$ cat src/rtl/vga_scaled_timing.sv
// VGA timing generator with an integer-scaled, centred logical framebuffer.
// Stage 0 holds the raster and logical counters and drives the buffer lookup;
// stage 1 registers colour, sync and the frame-start marker onto the pins.
module vga_scaled_timing #(
    parameter int H_ACTIVE  = 1024,
    parameter int H_FRONT   = 24,
    parameter int H_SYNC    = 136,
    parameter int H_BACK    = 160,
    parameter int V_ACTIVE  = 768,
    parameter int V_FRONT   = 3,
    parameter int V_SYNC    = 6,
    parameter int V_BACK    = 29,
    parameter int HSYNC_POL = 0,
    parameter int VSYNC_POL = 0,
    parameter int SCREEN_W  = 256,
    parameter int SCREEN_H  = 192,
    parameter int SCALE_X   = 4,
    parameter int SCALE_Y   = 4,
    parameter int COLOR_W   = 8,
    parameter logic [COLOR_W-1:0] BORDER_COLOR = '0
) (
    input  logic                        clk,
    input  logic                        reset,
    input  logic                        video_en,
    output logic [$clog2(SCREEN_W)-1:0] x_coord,
    output logic [$clog2(SCREEN_H)-1:0] y_coord,
    output logic                        pix_req,
    output logic                        invalidate,
    input  logic [COLOR_W-1:0]          pix_data,
    output logic [COLOR_W-1:0]          rgb,
    output logic                        hsync,
    output logic                        vsync,
    output logic                        frame_start
);

    localparam int H_TOTAL = H_ACTIVE + H_FRONT + H_SYNC + H_BACK;
    localparam int V_TOTAL = V_ACTIVE + V_FRONT + V_SYNC + V_BACK;
    localparam int H_SPAN  = SCREEN_W * SCALE_X;
    localparam int V_SPAN  = SCREEN_H * SCALE_Y;
    localparam int H_OFF_I = (H_ACTIVE - H_SPAN) / 2;
    localparam int V_OFF_I = (V_ACTIVE - V_SPAN) / 2;

    localparam int CXW = $clog2(H_TOTAL + 1);
    localparam int CYW = $clog2(V_TOTAL + 1);
    localparam int XW  = $clog2(SCREEN_W);
    localparam int YW  = $clog2(SCREEN_H);
    localparam int SXW = (SCALE_X > 1) ? $clog2(SCALE_X) : 1;
    localparam int SYW = (SCALE_Y > 1) ? $clog2(SCALE_Y) : 1;

    localparam logic [CXW-1:0] H_LAST     = CXW'(H_TOTAL - 1);
    localparam logic [CXW-1:0] H_OFF      = CXW'(H_OFF_I);
    localparam logic [CXW-1:0] H_END      = CXW'(H_OFF_I + H_SPAN);
    localparam logic [CXW-1:0] H_END_LAST = CXW'(H_OFF_I + H_SPAN - 1);
    localparam logic [CXW-1:0] H_ACT      = CXW'(H_ACTIVE);
    localparam logic [CXW-1:0] HS_BEG     = CXW'(H_ACTIVE + H_FRONT);
    localparam logic [CXW-1:0] HS_END     = CXW'(H_ACTIVE + H_FRONT + H_SYNC);

    localparam logic [CYW-1:0] V_LAST     = CYW'(V_TOTAL - 1);
    localparam logic [CYW-1:0] V_OFF      = CYW'(V_OFF_I);
    localparam logic [CYW-1:0] V_END      = CYW'(V_OFF_I + V_SPAN);
    localparam logic [CYW-1:0] V_ACT      = CYW'(V_ACTIVE);
    localparam logic [CYW-1:0] VS_BEG     = CYW'(V_ACTIVE + V_FRONT);
    localparam logic [CYW-1:0] VS_END     = CYW'(V_ACTIVE + V_FRONT + V_SYNC);

    localparam logic [SXW-1:0] SX_LAST = SXW'(SCALE_X - 1);
    localparam logic [SYW-1:0] SY_LAST = SYW'(SCALE_Y - 1);
    localparam logic [XW-1:0]  X_LAST  = XW'(SCREEN_W - 1);
    localparam logic [YW-1:0]  Y_LAST  = YW'(SCREEN_H - 1);

    localparam logic HS_ON = (HSYNC_POL != 0) ? 1'b1 : 1'b0;
    localparam logic VS_ON = (VSYNC_POL != 0) ? 1'b1 : 1'b0;

    // A scaled screen larger than the active area cannot be centred.
    if ((H_SPAN > H_ACTIVE) || (V_SPAN > V_ACTIVE)) begin : g_size_err
        $error("vga_scaled_timing: scaled screen exceeds the active area");
    end

    logic [CXW-1:0] cx_r;
    logic [CYW-1:0] cy_r;
    logic [SXW-1:0] sx_r;
    logic [SYW-1:0] sy_r;
    logic [XW-1:0]  x_r;
    logic [YW-1:0]  y_r;

    logic h_ge_s;
    logic v_ge_s;
    logic in_h_s;
    logic in_v_s;
    logic in_scr_s;
    logic active_s;
    logic h_wrap_s;
    logic line_last_s;
    logic pix_req_s;
    logic [COLOR_W-1:0] rgb_nxt_s;
    logic hsync_nxt_s;
    logic vsync_nxt_s;

    // A zero offset makes the lower window bound always true; special-case it
    // so no constant unsigned comparison is generated.
    if (H_OFF_I == 0) begin : g_h_at_zero
        assign h_ge_s = 1'b1;
    end else begin : g_h_offset
        assign h_ge_s = (cx_r >= H_OFF);
    end

    if (V_OFF_I == 0) begin : g_v_at_zero
        assign v_ge_s = 1'b1;
    end else begin : g_v_offset
        assign v_ge_s = (cy_r >= V_OFF);
    end

    assign in_h_s      = h_ge_s && (cx_r < H_END);
    assign in_v_s      = v_ge_s && (cy_r < V_END);
    assign in_scr_s    = in_h_s && in_v_s;
    assign active_s    = (cx_r < H_ACT) && (cy_r < V_ACT);
    assign h_wrap_s    = (cx_r == H_LAST);
    assign line_last_s = in_scr_s && (cx_r == H_END_LAST);

    assign pix_req_s  = in_scr_s && video_en;
    assign pix_req    = pix_req_s;
    assign invalidate = pix_req_s && (sx_r == SX_LAST) && (sy_r == SY_LAST);
    assign x_coord    = x_r;
    assign y_coord    = y_r;

    // Raster position: cx runs every clock, cy advances on each line wrap.
    always_ff @(posedge clk) begin
        if (reset) begin
            cx_r <= '0;
            cy_r <= '0;
        end else begin
            if (h_wrap_s) begin
                cx_r <= '0;
                if (cy_r == V_LAST) begin
                    cy_r <= '0;
                end else begin
                    cy_r <= cy_r + CYW'(1'b1);
                end
            end else begin
                cx_r <= cx_r + CXW'(1'b1);
                cy_r <= cy_r;
            end
        end
    end

    // Horizontal replication: hold each logical x for SCALE_X clocks.
    always_ff @(posedge clk) begin
        if (reset) begin
            sx_r <= '0;
            x_r  <= '0;
        end else if (in_scr_s) begin
            if (sx_r == SX_LAST) begin
                sx_r <= '0;
                x_r  <= (x_r == X_LAST) ? '0 : x_r + XW'(1'b1);
            end else begin
                sx_r <= sx_r + SXW'(1'b1);
                x_r  <= x_r;
            end
        end else if (!in_h_s) begin
            sx_r <= '0;
            x_r  <= '0;
        end else begin
            sx_r <= sx_r;
            x_r  <= x_r;
        end
    end

    // Vertical replication: advance once per screen line, on its last pixel.
    always_ff @(posedge clk) begin
        if (reset) begin
            sy_r <= '0;
            y_r  <= '0;
        end else if (line_last_s) begin
            if (sy_r == SY_LAST) begin
                sy_r <= '0;
                y_r  <= (y_r == Y_LAST) ? '0 : y_r + YW'(1'b1);
            end else begin
                sy_r <= sy_r + SYW'(1'b1);
                y_r  <= y_r;
            end
        end else if (!in_v_s) begin
            sy_r <= '0;
            y_r  <= '0;
        end else begin
            sy_r <= sy_r;
            y_r  <= y_r;
        end
    end

    // Next pin values: buffer colour inside the screen, border in the rest of
    // the active area, black in blanking or when video is disabled.
    always_comb begin
        rgb_nxt_s = '0;
        if (!video_en) begin
            rgb_nxt_s = '0;
        end else if (in_scr_s) begin
            rgb_nxt_s = pix_data;
        end else if (active_s) begin
            rgb_nxt_s = BORDER_COLOR;
        end else begin
            rgb_nxt_s = '0;
        end
        hsync_nxt_s = ((cx_r >= HS_BEG) && (cx_r < HS_END)) ? HS_ON : ~HS_ON;
        vsync_nxt_s = ((cy_r >= VS_BEG) && (cy_r < VS_END)) ? VS_ON : ~VS_ON;
    end

    // Output register stage, one clock behind the raster counters.
    always_ff @(posedge clk) begin
        if (reset) begin
            rgb         <= '0;
            hsync       <= ~HS_ON;
            vsync       <= ~VS_ON;
            frame_start <= 1'b0;
        end else begin
            rgb         <= rgb_nxt_s;
            hsync       <= hsync_nxt_s;
            vsync       <= vsync_nxt_s;
            frame_start <= (cx_r == '0) && (cy_r == '0);
        end
    end

endmodule

$ cat config.mk
export PLATFORM = sky130hd
export DESIGN_NAME = vga_scaled_timing
export DESIGN_NICKNAME = d
export VERILOG_FILES = /design/src/rtl/vga_scaled_timing.sv
export SDC_FILE = /design/constraint.sdc
export NUM_CORES = 1
export LEC_CHECK = 0
export ABC_AREA = 1
export BUFFER_PORTS_ARGS = -buffer_cell sky130_fd_sc_hd__buf_2
export CORE_MARGIN = 3
export CORE_UTILIZATION = 57
export CTS_CLUSTER_DIAMETER = 60
export DETAILED_ROUTE_END_ITERATION = 8
export GPL_TIMING_DRIVEN = 0
export PLACE_DENSITY = 0.8
export SYNTH_ARGS = -nofsm -noshare
export SYNTH_HDL_FRONTEND = slang
export SYNTH_SLANG_ARGS = --single-unit
$ cat constraint.sdc
create_clock -name clk -period 1.7 [get_ports clk]
set_input_delay 0.34 -clock clk [delete_from_list [all_inputs] [get_ports clk]]
set_output_delay 0.34 -clock clk [all_outputs]
set_load 0.01 [all_outputs]
==> metrics.md <==
| Metric | Value |
|---|---|
| ANT cells | 0 |
| Proportion of power drawn by the clock network | 0.344 |
| Max-cap violations | 0 |
| Syn Nets | 412 |
| Die area | 0.005558 mm^2 |
| Core area | 0.004444 mm^2 |
| Crit path capture type | primary output |
| Fin worst setup slack | 0.09865 ns |
| Post-synth EDFFs | 0 |
| Pint | 0.001623 W |
| NumNets Final | 462 |
| Die X | 74.56 um |
| Netlist cell types | 32 |
| Pleak | 1.402 nW |
| Final instance area | 0.003108 mm^2 |
| Total grt overflow | 0 |
| DRC Markers | 0 |
| Register area share after synthesis | 0.3886 |
| Worst setup SP type | flop |
| Synthesis-to-layout area growth | 16.02% |
| Largest net degree at the start of global routing | 16 |
| Worst-Margin Slew | 0.5540 ns |
| Ys async rst share | 0 |
| Initial DRC count | 121 |
| TritonCTS sink count | 52 |
| Rel. slew slack | 0.6307 |
| Fmax | 0.6245 GHz |
| Starting Density | 0.6028 |
| # fillers | 382 |
| Worst Setup Path Type | flop to primary output |
| Port-buffer cells | 38 |
| Routed via count | 2584 |
| Comb power frac | 0.062 |
| Simple-gate share of the synthesized area | 0.3657 |
| Final hold slack | 0.2481 ns |
| CTS Buf Count | 5 |
| Synth Register Bits | 52 |
| Max Clock Skew | 0.01097 ns |
| Sw frac | 0.2327 |
| Clock-pin slew on the worst setup and hold paths | 0.09 ns |
| Row Count | 24 |
| Proportion of synthesized area in mux cells | 0 |
| First-pass GRT wire length | 9880 um |
| Vias in the first global route | 2348 |
| Final Slew Violations | 0 |
| DP Cell Count | 481 |
| Tcrit/Tclk final | 0.9420 |
| Layout cells sized above 1 | 0.1878 |
| CTS H-tree lvls | 2 |
| Largest family of logic cells by synthesized area | simple AND/OR/NAND/NOR gates |
| Net Switching | 0.0004922 W |
| Place WS | 0.007200 ns |
| Share of the synthesized area in the top cell type | 0.3886 |
| # setup viols final | 0 |
| Critical-path maximum fanout | 5 |
| CTS hold repair buffers | 0 |
| RSZ-0062 raised after global routing | yes |
| DR pass1 iterations | 6 |
| ANT nets after route | 0 |
| Root Buffer | clkbuf_8 |
| Sequential Power Share | 0.593 |
| Final Hold Fails | 0 |
| Synth Area in Compound Gates | 0.07940 |
| CTS max path bufs | 2 |
| Antenna violations before repair | 0 |
| Dominant synthesized flop cell | dfxtp_1 |
| Area leader, netlist | dfxtp_1 |
| CTS tree | yes |
| Detailed placement HPWL | 4276 um |
| Minimum clock period | 1.601 ns |
| Area contributors post-synth | dfxtp_1, nand2_1, inv_1 |
| Avg Cell Area, Syn | 6.851 um^2 |
| WL per Instance | 11.61 um |
| Die height | 74.56 um |
| Status | finished, final reports clean |
| Gp weighted congestion | 0.8727 |
| Synthesized area | 0.002679 mm^2 |
| Max VDD drop | 0.7139 mV |
| Worst EP arrival | 1.26 ns |
| Design Power | 0.002116 W |
| Xor and xnor area share after synthesis | 0.01635 |
| Fin cells | 494 |
| Data required time of the critical path | 1.36 ns |
| Adder-cell share of the synthesized area | 0.04671 |
| Hold Path Class | input port to flop |
| GRT Total Usage | 0.2214 |
| Gate Count Post-Synth | 391 |
| Pwr per Cell Area | 680.7 mW/mm^2 |
| Final Routed Wirelength | 5736 um |
| Dpl cell area | 0.002934 mm^2 |
| Boundary pin count | 40 |
| Vias per inst | 5.231 |
| Synth warn | 0 |
| Clk_lat worst skew | 0.30 ns |
## metal layers
layer | wire length, um | GRT usage | share of wire | vias to the layer above
met5 | 0 | 0 | 0 | -
met4 | 72 | 0.05929 | 0.013 | 0
met3 | 277 | 0.05270 | 0.048 | 7
met2 | 2760 | 0.3785 | 0.48 | 72
met1 | 2625 | 0.2792 | 0.46 | 1168
li1 | - | - | - | 1337
## worst paths after layout
path | from | end | slack, ns | cells after the start
min reg2reg | cx_r[0]$_SDFF_PP0_ | cx_r[0]$_SDFF_PP0_ | 0.46 | 1
min | pix_data[6] | rgb[6]$_SDFF_PP0_ | 0.25 | 3
max | cy_r[8]$_SDFFE_PP0N_ | invalidate | 0.1 | 6
max reg2reg | cx_r[0]$_SDFF_PP0_ | cy_r[3]$_SDFFE_PP0N_ | 0.13 | 10
## state kept, by name, indices dropped and copies added, names as in the netlist
name         cells
vsync            1
rgb              8
x_coord          8
cx_r            11
cy_r            10
sx_r             2
hsync            1
frame_start      1
y_coord          8
sy_r             2
## power by group through the flow
stage	sequential [W]	clock, W	combinational [W]
2_1_floorplan	0.00129	0	0.0000744
4_1_cts	0.00126	0.000750	0.000129
3_3_place_gp	0.00128	0	0.000123
6_report	0.00126	0.000728	0.000132
3_5_place_dp	0.00128	0	0.000128
5_1_grt	0.00126	0.000795	0.000149
## through the flow
| stage | utilization | setup TNS, ns |
|---|---|---|
| 4_1_cts | 0.6841 | 0 |
| 3_5_place_dp | 0.6602 | 0 |
| 2_1_floorplan | - | 0 |
| 3_3_place_gp | 0.6602 | 0 |
| 5_1_grt | 0.6993 | -0.02125 |
| 6_report | 0.6993 | 0 |
## cells in the mapped netlist (all sizes together), types with 2 or more instances
cell type  count
nand2         87
nor2          66
inv           62
dfxtp         52
nand3         40
a21oi         24
nor3          13
ha            10
nand4          8
o21ai          8
buf            4
xor2           4
clkbuf         3
o21a           2
## worst max-delay path, stage by stage, from the launching register on
cell and delay (ns):
dfxtp_4 0.37, nand2_2 0.07, inv_2 0.07, nor2_4 0.16, nand2_4 0.06, nor3_2 0.09
buf_2 0.14
## cell families after synthesis
family,Yosys count
buffers and inverters,69
adders and majority gates,10
AOI/OAI and AO/OA,38
xor gates and xnor gates,5
and+or+nand+nor,217
DFF,52
## layout make-up
cell class              count  area (um^2)  share of cell area
multi-input cells         270         1394              0.4485
plain buffers               7        46.29             0.01490
repair buffers             43        227.7             0.07327
inverters                  62        232.7             0.07488
clock inverters             1        7.507            0.002415
flip-flops and latches     52         1049              0.3374
clock buffers               7        86.33             0.02778
well taps                  52        65.06             0.02093
## timing repair
action,in CTS,in global routing
endpoints found under the setup margin,4,30
pin swaps,1,1
buffers inserted,1,4
resized for setup,3,11
## placed cells by master, fill, tap and decap left out
| cell | instances |
|---|---|
| xnor2_1 | 1 |
| clkinvlp_4 | 1 |
| nand3b_1 | 1 |
| nand4_1 | 8 |
| clkbuf_1 | 4 |
| nor2_1 | 56 |
| o2111ai_1 | 1 |
| and3_1 | 1 |
| o21ai_0 | 4 |
| buf_2 | 39 |
| nand3_1 | 40 |
| nor4_1 | 1 |
| buf_4 | 6 |
| nand2_2 | 6 |
| nand2_1 | 79 |
| a21oi_2 | 1 |
| o21ai_4 | 1 |
| nor3_2 | 3 |
| o22ai_1 | 1 |
| dfxtp_1 | 48 |
| nor3_1 | 10 |
| o21a_1 | 2 |
| dfxtp_2 | 3 |
| o211ai_1 | 1 |
| a21oi_1 | 23 |
| xor2_1 | 4 |
| nand2_4 | 2 |
| clkbuf_8 | 6 |
| dfxtp_4 | 1 |
| nor2_4 | 5 |
| a21o_1 | 1 |
| nor2_2 | 5 |
| o21ai_1 | 3 |
| buf_6 | 2 |
| inv_2 | 2 |
| ha_1 | 10 |
| inv_1 | 60 |
(Power assumes the default switching activity.)
